**src/rtl/meas_pkg.sv**
```systemverilog
// rtl/meas_pkg.sv - shared types and result encodings for the measurement sequencer
package meas_pkg;

   localparam int COUNT_W_DEF = 23;

   // Result bus encodings understood by the blockade comparator.
   localparam logic [COUNT_W_DEF-1:0] NO_ECHO   = '1;
   localparam logic [COUNT_W_DEF-1:0] MEASURING = '0;

   typedef enum logic [1:0] {
      IDLE,
      PULSE,
      WAIT_ECHO,
      GAP
   } meas_state_t;

endpackage

```
**src/rtl/echo_sync.sv**
```systemverilog
// rtl/echo_sync.sv - two-flop synchroniser for the echo input with rising-edge pulse
module echo_sync (
   input  logic clk,
   input  logic rst_n,
   input  logic async_in,
   output logic rise
);

   logic sync1, sync2, sync3;

   always_ff @(posedge clk or negedge rst_n) begin
      if (!rst_n) begin
         sync1 <= 1'b0;
         sync2 <= 1'b0;
         sync3 <= 1'b0;
      end else begin
         sync1 <= async_in;
         sync2 <= sync1;
         sync3 <= sync2;
      end
   end

   assign rise = sync2 & ~sync3;

endmodule

```
**src/rtl/measurement_sequencer.sv**
```systemverilog
// rtl/measurement_sequencer.sv - time-of-flight shot sequencer: trigger, echo count, timeout, gap
// Optional MEAS_AVG_EN: report the truncated mean of four consecutive shots.
module measurement_sequencer
   import meas_pkg::*;
#(
   parameter int COUNT_W        = COUNT_W_DEF,
   parameter int PULSE_CYCLES   = 500,
   parameter int TIMEOUT_CYCLES = 2000000,
   parameter int GAP_CYCLES     = 100000
) (
   input  logic               clk,
   input  logic               rst_n,
   input  logic               start,
   input  logic               cont_en,
   input  logic               echo_in,
   output logic               trig_out,
   output logic [COUNT_W-1:0] data_out,
   output logic               data_valid,
   output logic               busy,
   output logic               timeout
);

   localparam logic [COUNT_W-1:0] ALL_ONES     = '1;
   localparam logic [COUNT_W-1:0] ONE          = COUNT_W'(1);
   localparam logic [COUNT_W-1:0] PULSE_LAST   = COUNT_W'(PULSE_CYCLES);
   localparam logic [COUNT_W-1:0] TIMEOUT_LAST = COUNT_W'(TIMEOUT_CYCLES);
   localparam logic [COUNT_W-1:0] GAP_LAST     = COUNT_W'(GAP_CYCLES);

   meas_state_t        state, state_nx;
   logic [COUNT_W-1:0] count, count_nx, count_inc;
   logic [COUNT_W-1:0] data_nx;
   logic               trig_nx, valid_nx, timeout_nx;
   logic               echo_rise;
   logic               shot_done, shot_to;
   logic [COUNT_W-1:0] shot_val;
   logic               more_shots;

   echo_sync u_echo_sync (
      .clk      (clk),
      .rst_n    (rst_n),
      .async_in (echo_in),
      .rise     (echo_rise)
   );

   assign busy      = (state != IDLE);
   assign count_inc = (count == ALL_ONES) ? count : count + ONE;

   always_comb begin
      state_nx  = state;
      count_nx  = count;
      trig_nx   = trig_out;
      shot_done = 1'b0;
      shot_to   = 1'b0;
      shot_val  = count;
      case (state)
         IDLE: begin
            count_nx = '0;
            if (start | cont_en) begin
               state_nx = PULSE;
               count_nx = ONE;
               trig_nx  = 1'b1;
            end
         end
         PULSE: begin
            count_nx = count_inc;
            if (count >= PULSE_LAST) begin
               state_nx = WAIT_ECHO;
               trig_nx  = 1'b0;
            end
         end
         WAIT_ECHO: begin
            count_nx = count_inc;
            // An edge arriving on the timeout cycle still counts as a real echo.
            if (echo_rise) begin
               shot_done = 1'b1;
            end else if (count >= TIMEOUT_LAST) begin
               shot_done = 1'b1;
               shot_val  = ALL_ONES;
               shot_to   = 1'b1;
            end
            if (shot_done) begin
               state_nx = GAP;
               count_nx = ONE;
            end
         end
         GAP: begin
            count_nx = count_inc;
            if (count >= GAP_LAST) begin
               if (cont_en | more_shots) begin
                  state_nx = PULSE;
                  count_nx = ONE;
                  trig_nx  = 1'b1;
               end else begin
                  state_nx = IDLE;
                  count_nx = '0;
               end
            end
         end
         default: begin
            state_nx = IDLE;
            count_nx = '0;
            trig_nx  = 1'b0;
         end
      endcase
   end

`ifdef MEAS_AVG_EN
   logic [1:0]         shot_idx, shot_idx_nx;
   logic [COUNT_W+1:0] acc, acc_nx, acc_sum;
   logic               acc_to, acc_to_nx;

   assign acc_sum    = acc + {2'b00, shot_val};
   assign more_shots = (shot_idx != 2'd0);

   always_comb begin
      shot_idx_nx = shot_idx;
      acc_nx      = acc;
      acc_to_nx   = acc_to;
      valid_nx    = 1'b0;
      data_nx     = data_out;
      timeout_nx  = timeout;
      if (state == IDLE) begin
         shot_idx_nx = 2'd0;
         acc_nx      = '0;
         acc_to_nx   = 1'b0;
      end else if (shot_done) begin
         if (shot_idx == 2'd3) begin
            valid_nx    = 1'b1;
            data_nx     = COUNT_W'(acc_sum >> 2);
            timeout_nx  = acc_to | shot_to;
            shot_idx_nx = 2'd0;
            acc_nx      = '0;
            acc_to_nx   = 1'b0;
         end else begin
            shot_idx_nx = shot_idx + 2'd1;
            acc_nx      = acc_sum;
            acc_to_nx   = acc_to | shot_to;
         end
      end
   end

   always_ff @(posedge clk or negedge rst_n) begin
      if (!rst_n) begin
         shot_idx <= 2'd0;
         acc      <= '0;
         acc_to   <= 1'b0;
      end else begin
         shot_idx <= shot_idx_nx;
         acc      <= acc_nx;
         acc_to   <= acc_to_nx;
      end
   end
`else
   assign more_shots = 1'b0;

   always_comb begin
      valid_nx   = shot_done;
      data_nx    = shot_done ? shot_val : data_out;
      timeout_nx = shot_done ? shot_to : timeout;
   end
`endif

   always_ff @(posedge clk or negedge rst_n) begin
      if (!rst_n) begin
         state      <= IDLE;
         count      <= '0;
         trig_out   <= 1'b0;
         data_out   <= COUNT_W'(MEASURING);
         data_valid <= 1'b0;
         timeout    <= 1'b0;
      end else begin
         state      <= state_nx;
         count      <= count_nx;
         trig_out   <= trig_nx;
         data_out   <= data_nx;
         data_valid <= valid_nx;
         timeout    <= timeout_nx;
      end
   end

endmodule

```
**config.mk**
```make
export PLATFORM = sky130hd
export DESIGN_NAME = measurement_sequencer
export DESIGN_NICKNAME = d
export VERILOG_FILES = /design/src/rtl/meas_pkg.sv /design/src/rtl/echo_sync.sv /design/src/rtl/measurement_sequencer.sv
export SDC_FILE = /design/constraint.sdc
export NUM_CORES = 1
export LEC_CHECK = 0
export ABC_AREA = 1
export CORE_ASPECT_RATIO = 0.9
export CORE_MARGIN = 1.5
export CORE_UTILIZATION = 45
export DETAILED_ROUTE_END_ITERATION = 10
export PLACE_DENSITY_LB_ADDON = 0.05
export SLEW_MARGIN = 20
export SYNTH_ARGS = -nofsm -noshare
export SYNTH_HDL_FRONTEND = slang
export SYNTH_SLANG_ARGS = --single-unit
```
**constraint.sdc**
```tcl
create_clock -name clk -period 3.15 [get_ports clk]
set_input_delay 0.7875 -clock clk [delete_from_list [all_inputs] [get_ports clk]]
set_output_delay 0.7875 -clock clk [all_outputs]
set_load 0.01 [all_outputs]
```
==> impl_results.md <==
* Result of the run: finished clean
* Critical-path cell list: inv_1 > ha_1 > clkinv_1 > clkdlybuf4s50_1
* Final worst path period need at approximately 2.5 ns
* Pins Over Slew Limit at 0
* Number of register bits inferred by synthesis at 54
* Number of buffers between clock root and the deepest sink at 2
* Hold crit path type: flop to flop
* Total clock sinks at between 50 and 60
* Worst Hold Depth at 0
* Vert. Die Dim at ~81 µm
* Syn nets at 389
* Core Footprint at about 0.0066 mm²
* X dimension of the die at roughly 90 µm
* Vias in the first global route at around 2400
* Total power draw at roughly 2500 µW
* Largest cells by area after synthesis: sky130_fd_sc_hd__dfrtp_1 (44%), sky130_fd_sc_hd__nor2_1 (8.2%), sky130_fd_sc_hd__nand2_1 (7.9%)
* Largest family of logic cells by synthesized area: simple AND/OR/NAND/NOR gates
* Simple-gate portion of the synthesized area at approximately a third
* Async set or reset register ratio after synthesis at between 90% and 100%
* DR vias at roughly 2500
* Fill cells at roughly 670
* Number of placed instances with taps included at just under 500
* Reg clk slew, reported paths at 0.09 ns
* Antenna violations before repair at 0
* Final GP Congestion at between 0.9 and 1
* Io pins at 32
* Final core occ at between 50 and 60%
* Number of levels in the clock H-tree at 2
* Number of antenna diodes at 0
* Initial core utilization at a little under half
* Critical Path Start Type: flop
* FF/Latch Area at between 0.001 and 0.0015 mm²
* Largest net degree at the start of global routing at 29
* Sum of net half-perimeters after detailed placement at 5664 µm
* Routed vias/inst at 4.937
* Startpoint of the most critical register-to-register path: count[0]
* Data required, critical path at about 2.4 ns
* Post-synthesis mux area share at 0%
* Mapped cell area at between 0.003 and 0.004 mm²
* Number of buffers inserted for hold repair after clock tree synthesis at 0
* Highest achievable clock rate at about 0.40 GHz
* Leading cell type by number of instances after synthesis: sky130_fd_sc_hd__nor2_1
* End of the worst register-to-register path: count[0]
* Routed wire length per instance at about 14 µm
* Power share of the sequential group at about two fifths
* Synth top area share at between 40 and 50%
* Element type at the critical path end: output pin
* Setup violations, final at 0
* Setup repair after global routing missed its margin: false
* Worst Max-Slew Pin Slew at between 0.6 and 0.7 ns
* Total power density per cell area at between 700 and 800 mW/mm²
* Crit share post-route at between 70% and 80%
* Count of buffers added by post-CTS timing repair for setup at 0
* Share of the synthesized netlist area taken by xor and xnor gates at between 3 and 4%
* Final #Nets at 426
* Synthesized-area fraction occupied by adder cells at between 2 and 3%
* Fin cells at roughly 500
* Most used flip-flop cell after synthesis: sky130_fd_sc_hd__dfrtp_1
* Global-route wire length before repair at about 12000 µm
* Slew HR at between 50% and 60%
* Multi-input gate area in the final layout at about 0.0014 mm²
* Data arrival time of the critical path at 1.73 ns
* Internal power at 1573 µW
* Overall Global Routing Usage at between 20% and 30%
* Number of nets with antenna violations after routing at 0
* Worst reg-to-reg path cell count at 13
* Comb pwr share at 46.3%
* Clock tree skew after final layout at roughly 0.0072 ns
* Cell type contributing the most total cell area after synthesis: sky130_fd_sc_hd__dfrtp_1
* Detailed router's first-iteration violation count at between 90 and 100
* Hold Fails Final Rpt at 0
* Synthesis Warnings at 0
* Highest fanout seen on the critical path at 5
* Number of distinct library cell variants in the gate-level netlist after synthesis at 34
* Share of the yosys chip area belonging to registers at 44.48%
* Final routed wirelength across all metal layers at between 7000 and 8000 µm
* Synth Area per Inst at approximately 8.1 µm²
* Clk Tree Root Cell: sky130_fd_sc_hd__clkbuf_8
* Post-synthesis instance total at between 300 and 400
* Power dissipated by switching net loads at between 900 and 1000 µW
* CTS tree: built
* Hold path startpoint: u_echo_sync.sync1
* Largest stage delay, worst path at slightly below 0.5 ns
* Resize count post-CTS at 0
* Setup TNS Final at 0 ns
* Crit path max-delay cell type: sky130_fd_sc_hd__clkdlybuf4s50_1
* TritonCTS buffer count at 5
* Post-Place Worst Slack at between 0.9 and 1 ns
* Capture endpoint of the worst hold path: u_echo_sync.sync2
* Crit Path Category: flop to output pin
* Synth cell count leaders: sky130_fd_sc_hd__nor2_1 (66), sky130_fd_sc_hd__nand2_1 (64), sky130_fd_sc_hd__dfrtp_1 (54), sky130_fd_sc_hd__inv_1 (40), sky130_fd_sc_hd__nand3_1 (20)
* Share of layout cells above drive strength 1 at ~16%
* Remaining Overflow, GRT at 0
* Count of unresolved DRC violations after routing at 0
* Proportion of total power due to net switching at a little under two fifths
* Port buffer count at 31
* Post-synth EDFFs at 0
* Max capacitance violation total at 0
* DRT Pass-1 Iters at 4
* Final worst slack at 0.6317 ns
* Setup slack of the most critical reg-to-reg path at approximately 1.1 ns
* Leakage power summed over all cells at roughly 0.0017 µW
* Clock network power share at roughly 15%
* Die Footprint at roughly 0.0073 mm²
* Complex-gate fraction of the synthesized area at 7.455%
* Peak supply drop at ~430 µV
* Clk_lat worst skew at about 0.30 ns
* Row count at 28
* Layout overhead on the synthesized area at 16.27%
==> power by group through the flow <==
stage               Combinational, µW  Clock (µW)  Sequential (µW)
floorplan                         594           0             1080
global placement                 1170           0             1000
detailed placement               1190           0             1010
CTS                              1190         384              997
global route                     1310         410             1020
finish                           1180         370              993
==> placed cells by master, fill, tap and decap left out, drive strengths merged <==
cell type	netlist	layout
xnor2	1	1
clkinv	2	2
clkdlybuf4s50	0	30
and3	1	1
nand2	82	82
dfrtp	54	54
nand3	22	22
nor3b	1	1
nor3	13	13
nand4	12	12
ha	7	7
a211oi	1	1
o21ai	7	7
clkbuf	0	7
xor2	11	11
o211ai	1	1
a21oi	27	27
inv	54	54
nor2	76	76
a21boi	1	1
buf	4	4
==> kinds of logic after synthesis <==
kind of cell               after synthesis
xor gates and xnor gates                12
DFF                                     54
adders and majority gates                7
AOI/OAI and AO/OA                       37
buffers and inverters                   60
and+or+nand+nor                        207
==> stage by stage <==
stage | hold slack (ns) | instance area (µm²)
floorplan | 0.3312 | 3038
global placement | 0.3332 | 3456
detailed placement | 0.3460 | 3456
CTS | 0.3666 | 3532
global route | 0.3805 | 3532
finish | 0.3649 | 3532
==> layout make-up <==
cell class                      instances  area share [%]
Inverter                               56           6.164
Tap cell                               90           3.188
Sequential cell                        54           38.26
Timing Repair Buffer                   34           9.635
Multi-Input combinational cell        263           40.60
Clock buffer                            7           2.161
==> layer usage <==
layer | up-vias | wire length [µm] | part of all wire, % | GRT usage [%]
li1 | 1262 | - | - | -
met1 | 1175 | 3708 | 51 | 32.63
met2 | 46 | 3198 | 44 | 32.99
met3 | 5 | 296 | 4.1 | 4.065
met4 | 0 | 48 | 0.66 | 5.231
met5 | - | 0 | 0 | 0
==> state kept, by name (all words and copies together), names as in the netlist <==
register	cells
u_echo_sync.sync1	1
data_valid	1
data_out	23
trig_out	1
state	2
count	23
u_echo_sync.sync3	1
timeout	1
u_echo_sync.sync2	1
==> worst max-delay path: cells and delay by family (launching register included) <==
family	cells	cell delay, ns
buffers and inverters	3	0.75
flip-flops	1	0.42
adder cells (fa/ha/maj)	1	0.26
==> worst max path at each step <==
| stage | startpoint | depth (start not counted) | to |
|---|---|---|---|
| 3_3_place_gp | state[0] | 4 | busy |
| 5_1_grt | state[0] | 4 | busy |
| 4_1_cts | state[0] | 4 | busy |
| 6_report | state[0] | 4 | busy |
| 3_5_place_dp | state[0] | 4 | busy |
| 2_1_floorplan | state[0] | 3 | busy |
Note: power is estimated with default switching activity, not from simulation.
